`src/rtl/xreg_bus_slave.sv`:
```
// APB3-style register slave: decodes each transfer into one-cycle sw_wr/sw_rd strobes and returns read data.
// Latency: pready on the 3rd access-phase cycle (two wait states); all outputs registered.
module xreg_bus_slave #(
  parameter int ADDR_WIDTH  = 12,
  parameter int DATA_WIDTH  = 32,
  parameter int REG_CNT     = 8,
  parameter int BASE_ADDR   = 0,
  parameter int ADDR_STRIDE = 4
) (
  input  logic                          clk,
  input  logic                          rst,
  input  logic                          psel,
  input  logic                          penable,
  input  logic                          pwrite,
  input  logic [ADDR_WIDTH-1:0]         paddr,
  input  logic [DATA_WIDTH-1:0]         pwdata,
  output logic                          pready,
  output logic [DATA_WIDTH-1:0]         prdata,
  output logic                          pslverr,
  output logic [REG_CNT-1:0]            sw_wr,
  output logic [REG_CNT-1:0]            sw_rd,
  output logic [DATA_WIDTH-1:0]         sw_wr_data,
  input  logic [REG_CNT*DATA_WIDTH-1:0] reg_rd_data
);

  localparam int SHIFT = $clog2(ADDR_STRIDE);
  localparam logic [ADDR_WIDTH-1:0] BASE_A      = ADDR_WIDTH'(BASE_ADDR);
  localparam logic [ADDR_WIDTH-1:0] STRIDE_MASK = ADDR_WIDTH'(ADDR_STRIDE - 1);
  localparam logic [ADDR_WIDTH-1:0] REG_CNT_A   = ADDR_WIDTH'(REG_CNT);

  typedef enum logic [1:0] {IDLE, SETUP, STROBE, RESP} state_t;

  state_t                state, state_nxt;
  logic [ADDR_WIDTH-1:0] addr_q;
  logic                  write_q;
  logic [DATA_WIDTH-1:0] wdata_q;

  logic [ADDR_WIDTH-1:0] offset;
  logic [ADDR_WIDTH-1:0] slot;
  logic                  hit;
  logic [REG_CNT-1:0]    sel_vec;
  logic [DATA_WIDTH-1:0] rd_sel;
  logic                  latch_en;
  logic                  go_strobe;
  logic                  go_resp;

  // Address decode works on the latched setup-phase address only.
  always_comb begin
    offset = addr_q - BASE_A;
    slot   = offset >> SHIFT;
    hit    = (addr_q >= BASE_A) && ((offset & STRIDE_MASK) == '0) && (slot < REG_CNT_A);
  end

  always_comb begin
    sel_vec = '0;
    rd_sel  = '0;
    for (int i = 0; i < REG_CNT; i++) begin
      sel_vec[i] = hit && (slot == ADDR_WIDTH'(i));
      if (sel_vec[i]) rd_sel = reg_rd_data[i*DATA_WIDTH +: DATA_WIDTH];
    end
  end

  always_ff @(posedge clk or posedge rst) begin
    if (rst) state <= IDLE;
    else     state <= state_nxt;
  end

  always_comb begin
    state_nxt = state;
    latch_en  = 1'b0;
    go_strobe = 1'b0;
    go_resp   = 1'b0;
    case (state)
      IDLE: begin
        if (psel && !penable) begin
          state_nxt = SETUP;
          latch_en  = 1'b1;
        end
      end
      SETUP: begin
        if (!psel) begin
          state_nxt = IDLE;
        end else if (penable) begin
          state_nxt = STROBE;
          go_strobe = 1'b1;
        end else begin
          latch_en  = 1'b1;
        end
      end
      STROBE: begin
        // The strobe has already been issued; a dropped psel only suppresses the response.
        if (psel) begin
          state_nxt = RESP;
          go_resp   = 1'b1;
        end else begin
          state_nxt = IDLE;
        end
      end
      RESP:    state_nxt = IDLE;
      default: state_nxt = IDLE;
    endcase
  end

  always_ff @(posedge clk or posedge rst) begin
    if (rst) begin
      addr_q     <= '0;
      write_q    <= 1'b0;
      wdata_q    <= '0;
      sw_wr      <= '0;
      sw_rd      <= '0;
      sw_wr_data <= '0;
      pready     <= 1'b0;
      pslverr    <= 1'b0;
      prdata     <= '0;
    end else begin
      if (latch_en) begin
        addr_q  <= paddr;
        write_q <= pwrite;
        wdata_q <= pwdata;
      end
      sw_wr   <= (go_strobe && write_q)  ? sel_vec : '0;
      sw_rd   <= (go_strobe && !write_q) ? sel_vec : '0;
      if (go_strobe && write_q) sw_wr_data <= wdata_q;
      pready  <= go_resp;
      pslverr <= go_resp && !hit;
      // Captured on the same edge a read-clear field clears, so the pre-update value is returned.
      if (state == STROBE) prdata <= (hit && !write_q) ? rd_sel : '0;
    end
  end

endmodule
```
`config.mk`:
```
export PLATFORM = sky130hd
export DESIGN_NAME = xreg_bus_slave
export DESIGN_NICKNAME = d
export VERILOG_FILES = /design/src/rtl/xreg_bus_slave.sv
export SDC_FILE = /design/constraint.sdc
export NUM_CORES = 1
export LEC_CHECK = 0
export CORE_AREA = 2 2 150 152
export DETAILED_ROUTE_END_ITERATION = 8
export DIE_AREA = 0 0 152 154
export GPL_TIMING_DRIVEN = 0
export PLACE_DENSITY_LB_ADDON = 0.15
export SYNTH_ARGS = -nofsm -noshare
export SYNTH_HDL_FRONTEND = slang
export SYNTH_SLANG_ARGS = --single-unit
```
`constraint.sdc`:
```
create_clock -name clk -period 5.4 [get_ports clk]
set_clock_uncertainty 0.05 [all_clocks]
set_input_delay 0.54 -clock clk [delete_from_list [all_inputs] [get_ports clk]]
set_output_delay 0.54 -clock clk [all_outputs]
set_load 0.01 [all_outputs]
```
# ---- Word level (Yosys, flattened, before mapping)
# Index checks and enable logic that the tools add are counted.
dict set report op_classes {
  n_lt_le_gt_ge 2
  n_eq_ne 12
  muxes 25
  n_reduce_logical 22
}
# operator n
set op_table {}
lappend op_table {{$mux W32} 9}
lappend op_table {{$eq A10 B3 Y1 const B} 4}
lappend op_table {{$logic_not A12 Y1} 2}
lappend op_table {{$eq A10 B2 Y1 const B} 2}
lappend op_table {{$mux W8} 2}
lappend op_table {{$logic_and A1 B1 Y1} 15}
lappend op_table {{$ge A12 B1 Y1 const B} 1}
lappend op_table {{$eq A10 B1 Y1 const B} 1}
lappend op_table {{$lt A10 B4 Y1 const B} 1}
lappend op_table {{$mux W1} 8}
lappend op_table {{$mux W2} 4}
lappend op_table {{$pmux W2 S4} 1}
lappend op_table {{$eq A2 B2 Y1 const B} 2}
lappend op_table {{$logic_not A1 Y1} 3}
lappend op_table {{$ne A3 B3 Y1 const B} 1}
lappend op_table {{$eq A2 B1 Y1 const B} 1}
lappend op_table {{$logic_not A2 Y1} 1}
lappend op_table {{$ne A2 B2 Y1 const B} 1}
lappend op_table {{$pmux W1 S2} 1}
lappend op_table {{$reduce_and A2 Y1} 1}
dict set report word_totals {
  register_bits 129
  input_bits 305
  out_inout_bits 82
  elab_cells 71
}

# ---- Longest topological paths before layout
dict set report depth {
  ltp_word 13
  mapped_depth 8
}

# ---- Least setup slack after synthesis
# No wires, ideal clock.
dict set report synth_timing {
  path_type {register to register}
  from {register addr_q[6]}
  to {register prdata[16]}
  setup_ns 0.074
  arrival_time_ns 1.738
  path_slack_ns 3.538
  stages_incl_launch_ff 8
  synth_period_minus_slack_ns 1.862
  cell_sequence {dfrtp_1 -> nor4_4 -> and4_1 -> buf_6 -> nand3b_4 -> buf_6 -> o31a_1 -> o21ai_2}
}
dict set report synth_via {
  elab_chain_len 13
}
# item line_no
set synth_rtl {}
lappend synth_rtl {{start: declaration} 34} ;# logic [ADDR_WIDTH-1:0] addr_q;
lappend synth_rtl {{start signal: assignment} 117} ;# addr_q <= paddr;
lappend synth_rtl {{$ge A12 B1 Y1} 51} ;# hit = (addr_q >= BASE_A) && ((offset & STRIDE_MASK) == '0) && (slot < REG_CNT_A);
lappend synth_rtl {{$logic_and A1 B1 Y1 (2 in series)} 51}
lappend synth_rtl {{$logic_and A1 B1 Y1} 58} ;# sel_vec[i] = hit && (slot == ADDR_WIDTH'(i));
lappend synth_rtl {{$mux W32 (8 in series)} 59} ;# if (sel_vec[i]) rd_sel = reg_rd_data[i*DATA_WIDTH +: DATA_WIDTH];
lappend synth_rtl {{$mux W32 *} 127} ;# if (state == STROBE) prdata <= (hit && !write_q) ? rd_sel : '0;
lappend synth_rtl {{end signal: assignment} 127}
lappend synth_rtl {{end: declaration} 18} ;# output logic [DATA_WIDTH-1:0] prdata,
# Every way passes the cells marked *; elsewhere a longest branch is shown, timed or not.
# A chain may end at the register's enable or synchronous reset.

# ---- Worst setup path after layout
dict set report layout_timing {
  from {register addr_q[6]}
  to {register prdata[8]}
}
# Same word-level chain as after synthesis.

==> results.py <==
metrics = {
    "clock_network": {
        "htreeDepth": 4,
        "cts_inserted_buffers": 17,
        "post-cts-setup-buffers": 0,
        "clk_pin_slew_worst_paths_ns": 0.06,
        "clock_path_buffers": 2,
        "hold_buffers": 0,
        "cts-root-buf": "clkbuf_16",
        "ctsResizeCount": 0,
        "worst_skew_pair.late_latency_ns": 0.41,
        "cts_tree": "built",
        "cts_sinks": 129,
    },
    "timing": {
        "fin_crit_ns": 2.56,
        "relSlewSlack_pct": 38.1,
        "worst_slew_pin_slew_ns": 0.921,
        "finalSetupViolCount": 0,
        "period_share_pct": 47.4,
        "fmax_mhz": 390,
        "slew_violations": 0,
        "finalHoldViolCount": 0,
        "setup_ws_ns": 2.84,
        "rsz0062_at_grt": "false",
        "setup_tns_ns": 0,
    },
    "logic_synthesis": {
        "ys.flop_type": "dfrtp_1",
        "yosys-top-cells-area": "dfrtp_1 (46%), mux2_2 (15%), o21ai_0 (7.0%), a2bb2oi_1 (3.3%), a32oi_1 (2.3%)",
        "yosys_warnings": 0,
        "synth_fa_ha_area_share_pct": 0,
        "netlist_top_cells_count": "dfrtp_1 (129), o21ai_0 (97), mux2_2 (90)",
        "ys_async_sr_fraction_pct": 100,
        "synth-compound-area-share_pct": 24.4,
        "synth_area_per_cell_um2": 10.3,
        "synth_area_um2": 6970,
        "yosys-mux-area-fraction_pct": 15.8,
        "synth_top_area_share_pct": 46.3,
        "seq_area_frac_synth_pct": 46.3,
        "synth.most_common_cell": "dfrtp_1",
        "synth_edf_count": 0,
        "syn-instance-count": 677,
        "synth_cell_types": 44,
        "synth-xor-area-share_pct": 0,
        "ys_ff_latch": 129,
        "yosysTopAreaCell": "dfrtp_1",
        "synthSimpleGateAreaFrac_pct": 7.68,
        "syn-num-nets": 982,
        "synth_top_family_by_area": "compound AO/OA/AOI/OAI gates",
    },
    "finish": {
        "fillerInstances": 1979,
        "fin_area_um2": 11800,
        "area_growth_pct": 69.2,
        "postLayoutCoreUtil_pct": 54.4,
        "drive_gt1_share_pct": 14.1,
        "fin_nets": 1388,
    },
    "global_routing": {
        "track_usage_pct": 24.7,
        "grt_pass1_vias": 7181,
        "grt_max_degree": 68,
        "grt_pass1_wl_mm": 43.9,
        "grt_overflow": 0,
        "antenna_found_initial": 3,
    },
    "floorplan": {
        "core_region_area_um2": 21700,
        "num_rows": 54,
        "die_h_um": 154,
        "fp.dieArea_um2": 23400,
        "io_pins": 387,
        "die_x_um": 152,
        "start_util_pct": 32.2,
    },
    "drt": {
        "routed_wl_mm": 29.6,
        "wire_per_inst_um": 21.5,
        "drt-initial-drc-count": 374,
        "ant_nets": 0,
        "drt-pass1-iter-count": 4,
        "dr_total_vias": 6982,
        "drc": 0,
        "routed_via_density": 5.07,
    },
    "setup_path": {
        "path_class": "flip-flop to flip-flop",
        "crit_buf_inv": 1,
        "critPathArrivalTime_ns": 2.85,
        "max_stage_delay_ns": 0.71,
        "cp_slowest_cell": "nor2_1",
        "path_cells": "nor4_4 > nand3_1 > nor2_1 > buf_2 > a2bb2oi_1 > o21ai_2",
        "path_max_fanout": 10,
        "cp.required_ns": 5.69,
        "worstSetupStartpointType": "flip-flop",
        "cp-end-kind": "flip-flop",
        "crit_family": "simple AND/OR/NAND/NOR gates",
    },
    "power_and_ir_drop": {
        "seqPwrFrac_pct": 35.3,
        "p_leak_uw": 0.00477,
        "swShare_pct": 28.9,
        "pwr-share-comb_pct": 32.7,
        "ir_drop_v": 0.000331,
        "power-per-cell-area_nw_per_um2": 302,
        "clkPwrFrac_pct": 32.0,
        "p_int_uw": 2530,
        "power_switching_uw": 1030,
    },
    "placed_design": {
        "place_congestion": 0.902,
        "post_dp_cell_area_um2": 11200,
        "dpl.hpwl_mm": 23.3,
        "place_ws_ns": 2.71,
        "port_buffers": 386,
    },
    "run": {
        "maxCapViolCount": 0,
    },
    "worst_hold_path": {
        "hold_path.class": "flip-flop to flip-flop",
    },
    "status": {
        "status": "completed",
    },
}
worst register-to-register path: cells and delay by family (launching register included):
family,cells,cell delay (ns)
simple gates,3,1.41
flops,1,0.41
buf+inv,1,0.37
compound gates,2,0.26
registers in the layout (all words and copies together), names as in the netlist:
signal,cells
sw_rd,8
pready,1
addr_q,12
sw_wr,8
prdata,32
pslverr,1
write_q,1
state,2
sw_wr_data,32
wdata_q,32
routing by layer:
metal	routed length (um)	track usage [%]	vias to the layer above
li1	-	-	3323
met1	11900	28.9	3378
met2	15100	43.3	248
met3	1910	7.78	33
met4	588	7.83	0
met5	0	0	-
layout make-up:
class                      instances  area [um2]  share of cell area (%)
tap                              280         350                    2.97
multi-input combinational        452        3340                    28.3
sequential                       129        3230                    27.3
inverter                          39         151                    1.28
antenna                            3        7.51                  0.0636
timing repair buffer             387        3890                    33.0
clock buffer                      20         447                    3.78
clock inverter                    11         129                    1.09
buffer                            57         256                    2.17
placed cells by master, fill, tap and decap left out, types with 3 or more instances in the layout:
cell type,n
a21oi_1,6
a21o_1,5
buf_1,5
nor3_1,11
dfrtp_1,129
nand3_1,5
clkdlybuf4s50_1,386
nand2_1,19
mux2_2,90
o22ai_1,14
inv_6,4
o21ai_0,97
nor2_1,36
mux2i_1,9
nand2b_1,5
a211oi_1,10
buf_2,15
o21ai_2,9
a32oi_1,18
a22o_1,9
clkbuf_1,34
inv_1,38
diode_2,3
clkbuf_16,17
nor2b_1,9
nor3b_1,3
a221o_1,9
o211ai_1,5
a22oi_1,15
o31a_1,18
o21ai_1,8
a2bb2oi_1,26
worst paths after layout:
check,depth (start not counted),slack [ns],startpoint,end
worst min register to register,1,0.45,wdata_q[14],wdata_q[14]
worst max register to register,6,2.84,addr_q[6],prdata[8]
worst max-delay path,6,2.84,addr_q[6],prdata[8]
worst min-delay path,1,0.45,wdata_q[14],wdata_q[14]
max in group asynchronous,3,4.04,rst,prdata[23]
min in group asynchronous,2,0.53,rst,sw_wr_data[22]
power groups by stage:
stage	combinational, uW	sequential (uW)	clock, uW
4_1_cts	1180	1260	1170
3_3_place_gp	1160	1270	0
5_1_grt	1250	1280	1220
2_1_floorplan	464	1320	0
6_report	1170	1260	1140
3_5_place_dp	1170	1270	0
kinds of logic after synthesis:
| group | count (synthesis) |
|---|---|
| AO/OA/AOI/OAI | 250 |
| buffers and inverters | 96 |
| flip-flops | 129 |
| multiplexers | 99 |
| AND/OR/NAND/NOR | 103 |
per-stage QoR:
stage	power [uW]	hold slack (ns)	instances
after floorplan	1780	0.427	677
after global placement	2430	0.430	1343
after detailed placement	2440	0.442	1344
after CTS	3600	0.451	1375
after global routing	3750	0.455	1378
final	3570	0.450	1378
Note: power is estimated with default switching activity, not from simulation.
